===== config.mk =====
export PLATFORM = sky130hd
export DESIGN_NAME = mmio_mem_arbiter
export DESIGN_NICKNAME = d
export VERILOG_FILES = /design/src/rtl/mmio_pkg.sv /design/src/rtl/mmio_rd_tag_pipe.sv /design/src/rtl/mmio_mem_arbiter.sv
export SDC_FILE = /design/constraint.sdc
export NUM_CORES = 1
export LEC_CHECK = 0
export BUFFER_PORTS_ARGS = -buffer_cell sky130_fd_sc_hd__buf_2
export CAP_MARGIN = 15
export CORE_ASPECT_RATIO = 1.1
export CORE_MARGIN = 8
export CORE_UTILIZATION = 43
export DETAILED_ROUTE_END_ITERATION = 10
export PLACE_DENSITY_LB_ADDON = 0.3
export SLEW_MARGIN = 20
export SYNTH_ARGS = -nofsm -noshare
export SYNTH_HDL_FRONTEND = slang
export SYNTH_SLANG_ARGS = --single-unit

===== constraint.sdc =====
create_clock -name clk -period 3 [get_ports clk]
set_input_delay 0.45 -clock clk [delete_from_list [all_inputs] [get_ports clk]]
set_output_delay 0.45 -clock clk [all_outputs]
set_load 0.05 [all_outputs]

===== src/rtl/mmio_pkg.sv =====
// Shared constants and types for the CPU/DMA memory arbiter.
// MMIO register map, requester ids, arbiter state encoding and read-tag layout.
package mmio_pkg;

  localparam int unsigned MMIO_BTNU   = 1000;
  localparam int unsigned MMIO_LED    = 1001;
  localparam int unsigned MMIO_BRIGHT = 1002;
  localparam int unsigned MMIO_LO     = MMIO_BTNU;
  localparam int unsigned MMIO_HI     = MMIO_BRIGHT;

  localparam logic REQ_CPU = 1'b0;
  localparam logic REQ_DMA = 1'b1;

  typedef enum logic [1:0] {
    IDLE   = 2'd0,
    LOCK_C = 2'd1,
    LOCK_D = 2'd2
  } arb_state_e;

  typedef struct packed {
    logic valid;
    logic id;
  } rd_tag_t;

  function automatic logic in_window(input logic [31:0] addr,
                                     input logic [31:0] lo,
                                     input logic [31:0] hi);
    return (addr >= lo) && (addr <= hi);
  endfunction

endpackage


===== src/rtl/mmio_rd_tag_pipe.sv =====
// Read owner tag delay line, DEPTH stages deep, so each read response can be
// steered back to the requester that issued it.
module mmio_rd_tag_pipe
  import mmio_pkg::*;
#(
  parameter int unsigned DEPTH = 1
) (
  input  logic    clk,
  input  logic    rst_n,
  input  rd_tag_t i_tag,
  output rd_tag_t o_tag
);

  rd_tag_t r_stage [DEPTH];

  always_ff @(posedge clk or negedge rst_n) begin
    if (!rst_n) begin
      for (int i = 0; i < int'(DEPTH); i++) r_stage[i] <= '0;
    end else begin
      r_stage[0] <= i_tag;
      for (int i = 1; i < int'(DEPTH); i++) r_stage[i] <= r_stage[i-1];
    end
  end

  assign o_tag = r_stage[DEPTH-1];

endmodule


===== src/rtl/mmio_mem_arbiter.sv =====
// Two-requester (CPU, pixel DMA) arbiter in front of the single-port memory/MMIO block.
// CPU priority with DMA starvation guard, burst locks, and DMA write protection of MMIO.
//
// state  | meaning
// IDLE   | arbitrate every cycle, CPU first unless DMA has waited MAX_WAIT cycles
// LOCK_C | CPU owns the memory until it drops c_lock or c_req
// LOCK_D | DMA owns the memory until it drops d_lock/d_req or the CPU has waited MAX_WAIT
module mmio_mem_arbiter
  import mmio_pkg::*;
#(
  parameter int unsigned ADDR_W   = 12,
  parameter int unsigned DATA_W   = 32,
  parameter int unsigned READ_LAT = 1,
  parameter int unsigned MAX_WAIT = 8,
  parameter int unsigned MMIO_LO  = mmio_pkg::MMIO_LO,
  parameter int unsigned MMIO_HI  = mmio_pkg::MMIO_HI
) (
  input  logic              clk,
  input  logic              rst_n,
  input  logic              c_req,
  input  logic              c_we,
  input  logic              c_lock,
  input  logic [ADDR_W-1:0] c_addr,
  input  logic [DATA_W-1:0] c_wdata,
  output logic              c_gnt,
  output logic              c_rvalid,
  output logic [DATA_W-1:0] c_rdata,
  input  logic              d_req,
  input  logic              d_we,
  input  logic              d_lock,
  input  logic [ADDR_W-1:0] d_addr,
  input  logic [DATA_W-1:0] d_wdata,
  output logic              d_gnt,
  output logic              d_rvalid,
  output logic [DATA_W-1:0] d_rdata,
  output logic              d_err,
  output logic              mem_wEn,
  output logic [ADDR_W-1:0] mem_addr,
  output logic [DATA_W-1:0] mem_dataIn,
  input  logic [DATA_W-1:0] mem_dataOut
);

  arb_state_e        r_state, w_state_nxt;
  logic [7:0]        r_c_wait, r_d_wait;
  logic              w_c_win, w_d_win;
  logic              w_c_gnt, w_d_gnt;
  logic              w_c_starved, w_d_starved;
  logic              w_d_mmio;
  logic              w_c_ret, w_d_ret;
  rd_tag_t           w_issue_tag, w_ret_tag;
  logic [DATA_W-1:0] r_c_rdata, r_d_rdata;

  assign w_c_starved = (r_c_wait == 8'(MAX_WAIT));
  assign w_d_starved = (r_d_wait == 8'(MAX_WAIT));
  assign w_d_mmio    = in_window(32'(d_addr), 32'(MMIO_LO), 32'(MMIO_HI));

  always_ff @(posedge clk or negedge rst_n) begin
    if (!rst_n) r_state <= IDLE;
    else        r_state <= w_state_nxt;
  end

  always_comb begin
    w_state_nxt = r_state;
    w_c_win     = 1'b0;
    w_d_win     = 1'b0;
    case (r_state)
      IDLE: begin
        if (d_req && (!c_req || w_d_starved)) begin
          w_d_win = 1'b1;
          if (d_lock) w_state_nxt = LOCK_D;
        end else if (c_req) begin
          w_c_win = 1'b1;
          if (c_lock) w_state_nxt = LOCK_C;
        end
      end
      LOCK_C: begin
        if (c_req) begin
          w_c_win = 1'b1;
          if (!c_lock) w_state_nxt = IDLE;
        end else begin
          w_state_nxt = IDLE;
        end
      end
      LOCK_D: begin
        // A starved CPU breaks the DMA lock; the CPU then wins the next IDLE cycle.
        if (c_req && w_c_starved) begin
          w_state_nxt = IDLE;
        end else if (d_req) begin
          w_d_win = 1'b1;
          if (!d_lock) w_state_nxt = IDLE;
        end else begin
          w_state_nxt = IDLE;
        end
      end
      default: w_state_nxt = IDLE;
    endcase
  end

  // Grants are combinational, so hold them low while reset is asserted.
  assign w_c_gnt = w_c_win & rst_n;
  assign w_d_gnt = w_d_win & rst_n;
  assign c_gnt   = w_c_gnt;
  assign d_gnt   = w_d_gnt;
  assign d_err   = w_d_gnt & d_we & w_d_mmio;

  always_ff @(posedge clk or negedge rst_n) begin
    if (!rst_n) begin
      r_c_wait <= '0;
      r_d_wait <= '0;
    end else begin
      if (!c_req || w_c_gnt)  r_c_wait <= '0;
      else if (!w_c_starved)  r_c_wait <= r_c_wait + 8'd1;
      if (!d_req || w_d_gnt)  r_d_wait <= '0;
      else if (!w_d_starved)  r_d_wait <= r_d_wait + 8'd1;
    end
  end

  always_comb begin
    mem_wEn    = 1'b0;
    mem_addr   = '0;
    mem_dataIn = '0;
    if (w_c_gnt) begin
      mem_wEn    = c_we;
      mem_addr   = c_addr;
      mem_dataIn = c_wdata;
    end else if (w_d_gnt) begin
      mem_wEn    = d_we & ~w_d_mmio;
      mem_addr   = d_addr;
      mem_dataIn = d_wdata;
    end
  end

  assign w_issue_tag.valid = (w_c_gnt & ~c_we) | (w_d_gnt & ~d_we);
  assign w_issue_tag.id    = w_d_gnt ? REQ_DMA : REQ_CPU;

  mmio_rd_tag_pipe #(
    .DEPTH(READ_LAT)
  ) u_rd_tag_pipe (
    .clk  (clk),
    .rst_n(rst_n),
    .i_tag(w_issue_tag),
    .o_tag(w_ret_tag)
  );

  assign w_c_ret = w_ret_tag.valid && (w_ret_tag.id == REQ_CPU);
  assign w_d_ret = w_ret_tag.valid && (w_ret_tag.id == REQ_DMA);

  // Memory dataOut is only valid during the return cycle; keep a copy for the idle cycles.
  always_ff @(posedge clk or negedge rst_n) begin
    if (!rst_n) begin
      r_c_rdata <= '0;
      r_d_rdata <= '0;
    end else begin
      if (w_c_ret) r_c_rdata <= mem_dataOut;
      if (w_d_ret) r_d_rdata <= mem_dataOut;
    end
  end

  assign c_rvalid = w_c_ret;
  assign d_rvalid = w_d_ret;
  assign c_rdata  = w_c_ret ? mem_dataOut : r_c_rdata;
  assign d_rdata  = w_d_ret ? mem_dataOut : r_d_rdata;

endmodule


==> metrics <==
outcome=finished, final reports clean; Syn Nets=429; DP HPWL=9840 um; largest net degree at the start of global routing=73; netlist area before placement=3910 um^2; hold_ws=0.317 ns; post-synthesis mux area share=0.192; met1 Use GR=0.200; CTS buffer count=9; Die ar.=12400 um^2; worst r2r dst=r_c_wait[2]; CP max stage delay=0.59 ns; VDD IR max=0.000291 V; first-pass detailed-route iteration total=4; most common cell after layout, fill and taps aside=buf_2; Fmax=0.346 GHz; Max stage delay cell, worst path=or4_4; Startpoint Class=register; GR peak layer=met2; largest family of logic cells by synthesized area=multiplexers; core area=8830 um^2; met3 Usage GRT=0.0567; Power Dens Cells=740 nW/um^2; multi-input logic area=1680 um^2; Reg clk slew, reported paths=0.09 ns; Final setup violation count=0; leakage power=0.00289 uW; post-synthesis xor/xnor area fraction=0.0269; remaining antenna violation count=0; kind of critical path=reg2out; I/O pin count=242; met2 Use GR=0.355; CTS Buffer Depth=2; largest fanout on the critical path=46; initial antenna violation count=0; Critical Path RT=2.55 ns; Vias/cell=5.18; Final Skew=0.0115 ns; CP startpoint=r_d_wait[5]; Die X=107 um; Die H=116 um; Rel. slew slack=0.402; ys flop type=dfrtp_1; crit share post-route=0.964; number of core rows=36; Fin Setup TNS=0 ns; Max Cap Viol=0; asr flop ratio synth=1.00; min cycle time layout=2.89 ns; drt initial violations=145; CTS tree=done; CP Capture Point=mem_dataIn[19]; Vias=3427; Inserted Diodes=0; Initial Util=0.443; Buf/Inv on CP=2; Slew Limit Fails=0; reg-to-reg critical path startpoint=r_d_wait[5]; Critical Path Sink Type=output pin; DRC=0; Reg area=2100 um^2; Synth Area in Compound Gates=0.121; CTS H-tree lvls=3; WL/cell=18.8 um; CTS Root Cell=clkbuf_8; Post-Syn Instances=297; R2R depth=5; worst-margin pin slew=0.897 ns; GR Overflow Total=0; CTS Sinks=84; area grow syn2layout=42.9%; Syn Area/Cell=13.2 um^2; gpl congestion=0.872; Levels on crit path=5; Synth Area in Simple Gates=0.0724; fillcell total=740; first-pass GRT wire length=18900 um; register area share after synthesis=0.538; Yosys cell types=35; worst skew pair latency=0.35 ns; WL final=12400 um; reg-to-reg setup timing slack=1.07 ns; Hold Vio Cnt, Final=0; ratio of cells with drive above 1 in the final layout=0.618; vias in the first global route=3641; fin util=0.633; gr usage total=0.191; Final nets=674; Synthesis Warnings=0; number of port buffers=241; post-synthesis adder-cell area fraction=0.0128; CP cell instances=or4_4, o311ai_4, inv_6, a22o_1, buf_2; Worst Hold Class=in2reg; largest delay contributor family on the critical path=compound AO/OA/AOI/OAI gates; most frequent cells in the layout=buf_2, dfrtp_1, mux2_2; EDFF count, synth=0; Worst EP arrival=2.44 ns; Yosys reg bits=84
==> repair_timing <==
item | 4_1_cts | 5_1_grt
endpoints found under the hold margin | 12 | 0
hold buffers | 1 | 0
buffers inserted | 2 | 1
cloned | 0 | 0
resized for setup | 1 | 86
setup endpoints to repair | 35 | 45
pin swaps | 0 | 1
==> metrics by stage <==
step | power [uW] | cells | setup slack (ns) | area, um^2
after floorplan | 2810 | 297 | 0.261 | 3910
after global placement | 3230 | 641 | 0.339 | 5210
after detailed placement | 3290 | 641 | 0.265 | 5210
after CTS | 4160 | 660 | 0.0234 | 5450
after global routing | 4310 | 661 | -0.00598 | 5590
final | 4130 | 661 | 0.109 | 5590
==> how the worst min path moves through the flow <==
stage	slack [ns]	end	startpoint	depth (start not counted)
6_report	0.32	r_state[0]	c_lock	3
5_1_grt	0.32	r_state[0]	c_lock	3
4_1_cts	0.30	u_rd_tag_pipe.o_tag[1]	c_we	2
3_5_place_dp	0.33	r_c_rdata[29]	rst_n	1
3_3_place_gp	0.32	r_c_rdata[29]	rst_n	1
2_1_floorplan	0.15	r_c_rdata[0]	rst_n	0
==> kinds of logic after synthesis <==
kind of cell / Yosys count
flops: 84
mux: 67
compound gates: 54
simple gates: 51
buf+inv: 25
xor+xnor: 12
fa+ha+maj: 4
==> registers in the layout (all words and copies together), names as in the netlist <==
| signal | count |
|---|---|
| r_state | 2 |
| r_c_rdata | 32 |
| r_c_wait | 8 |
| r_d_wait | 8 |
| u_rd_tag_pipe.o_tag | 2 |
| r_d_rdata | 32 |
==> power by group <==
part / internal, uW / switching [uW]
Sequential: 1360 / 68.9
Clock: 426 / 434
Combinational: 495 / 1350
==> synthesized netlist by cell type (2+ instances only) <==
master,count,area share
xor2_1,5,0.011
mux2i_1,2,0.0051
nor2b_1,2,0.0032
ha_1,4,0.013
buf_4,4,0.0077
mux2_2,65,0.19
nor2_1,9,0.0086
a22o_1,44,0.099
buf_1,3,0.0029
inv_1,7,0.0067
buf_6,4,0.012
dfrtp_1,84,0.54
nand2b_1,3,0.0048
clkbuf_1,5,0.0048
nand3_1,12,0.015
a21oi_1,2,0.0026
and3_1,13,0.021
nand2_1,5,0.0048
nand3b_1,2,0.0038
xnor2_1,7,0.016
==> layout make-up <==
cell class / instances / share of cell area
Tap cell: 114 / 0.0255
Timing Repair Buffer: 250 / 0.252
Clock buffer: 10 / 0.0246
Clock inverter: 6 / 0.0137
Multi-Input combinational cell: 188 / 0.301
Inverter: 9 / 0.00694
Sequential cell: 84 / 0.376
==> worst reg2reg max path, stage by stage, from the launching register on <==
cell and delay (ns):
dfrtp_1 0.43, or4_4 0.59, o311ai_4 0.35, buf_4 0.18, nand2_1 0.15, a21oi_1 0.16
==> routing by layer <==
metal	routed length (um)	share of wire
met1	4600	0.37
met2	6700	0.54
met3	906	0.073
met4	237	0.019
met5	0	0
No activity file was read; power rests on OpenSTA's default activity.
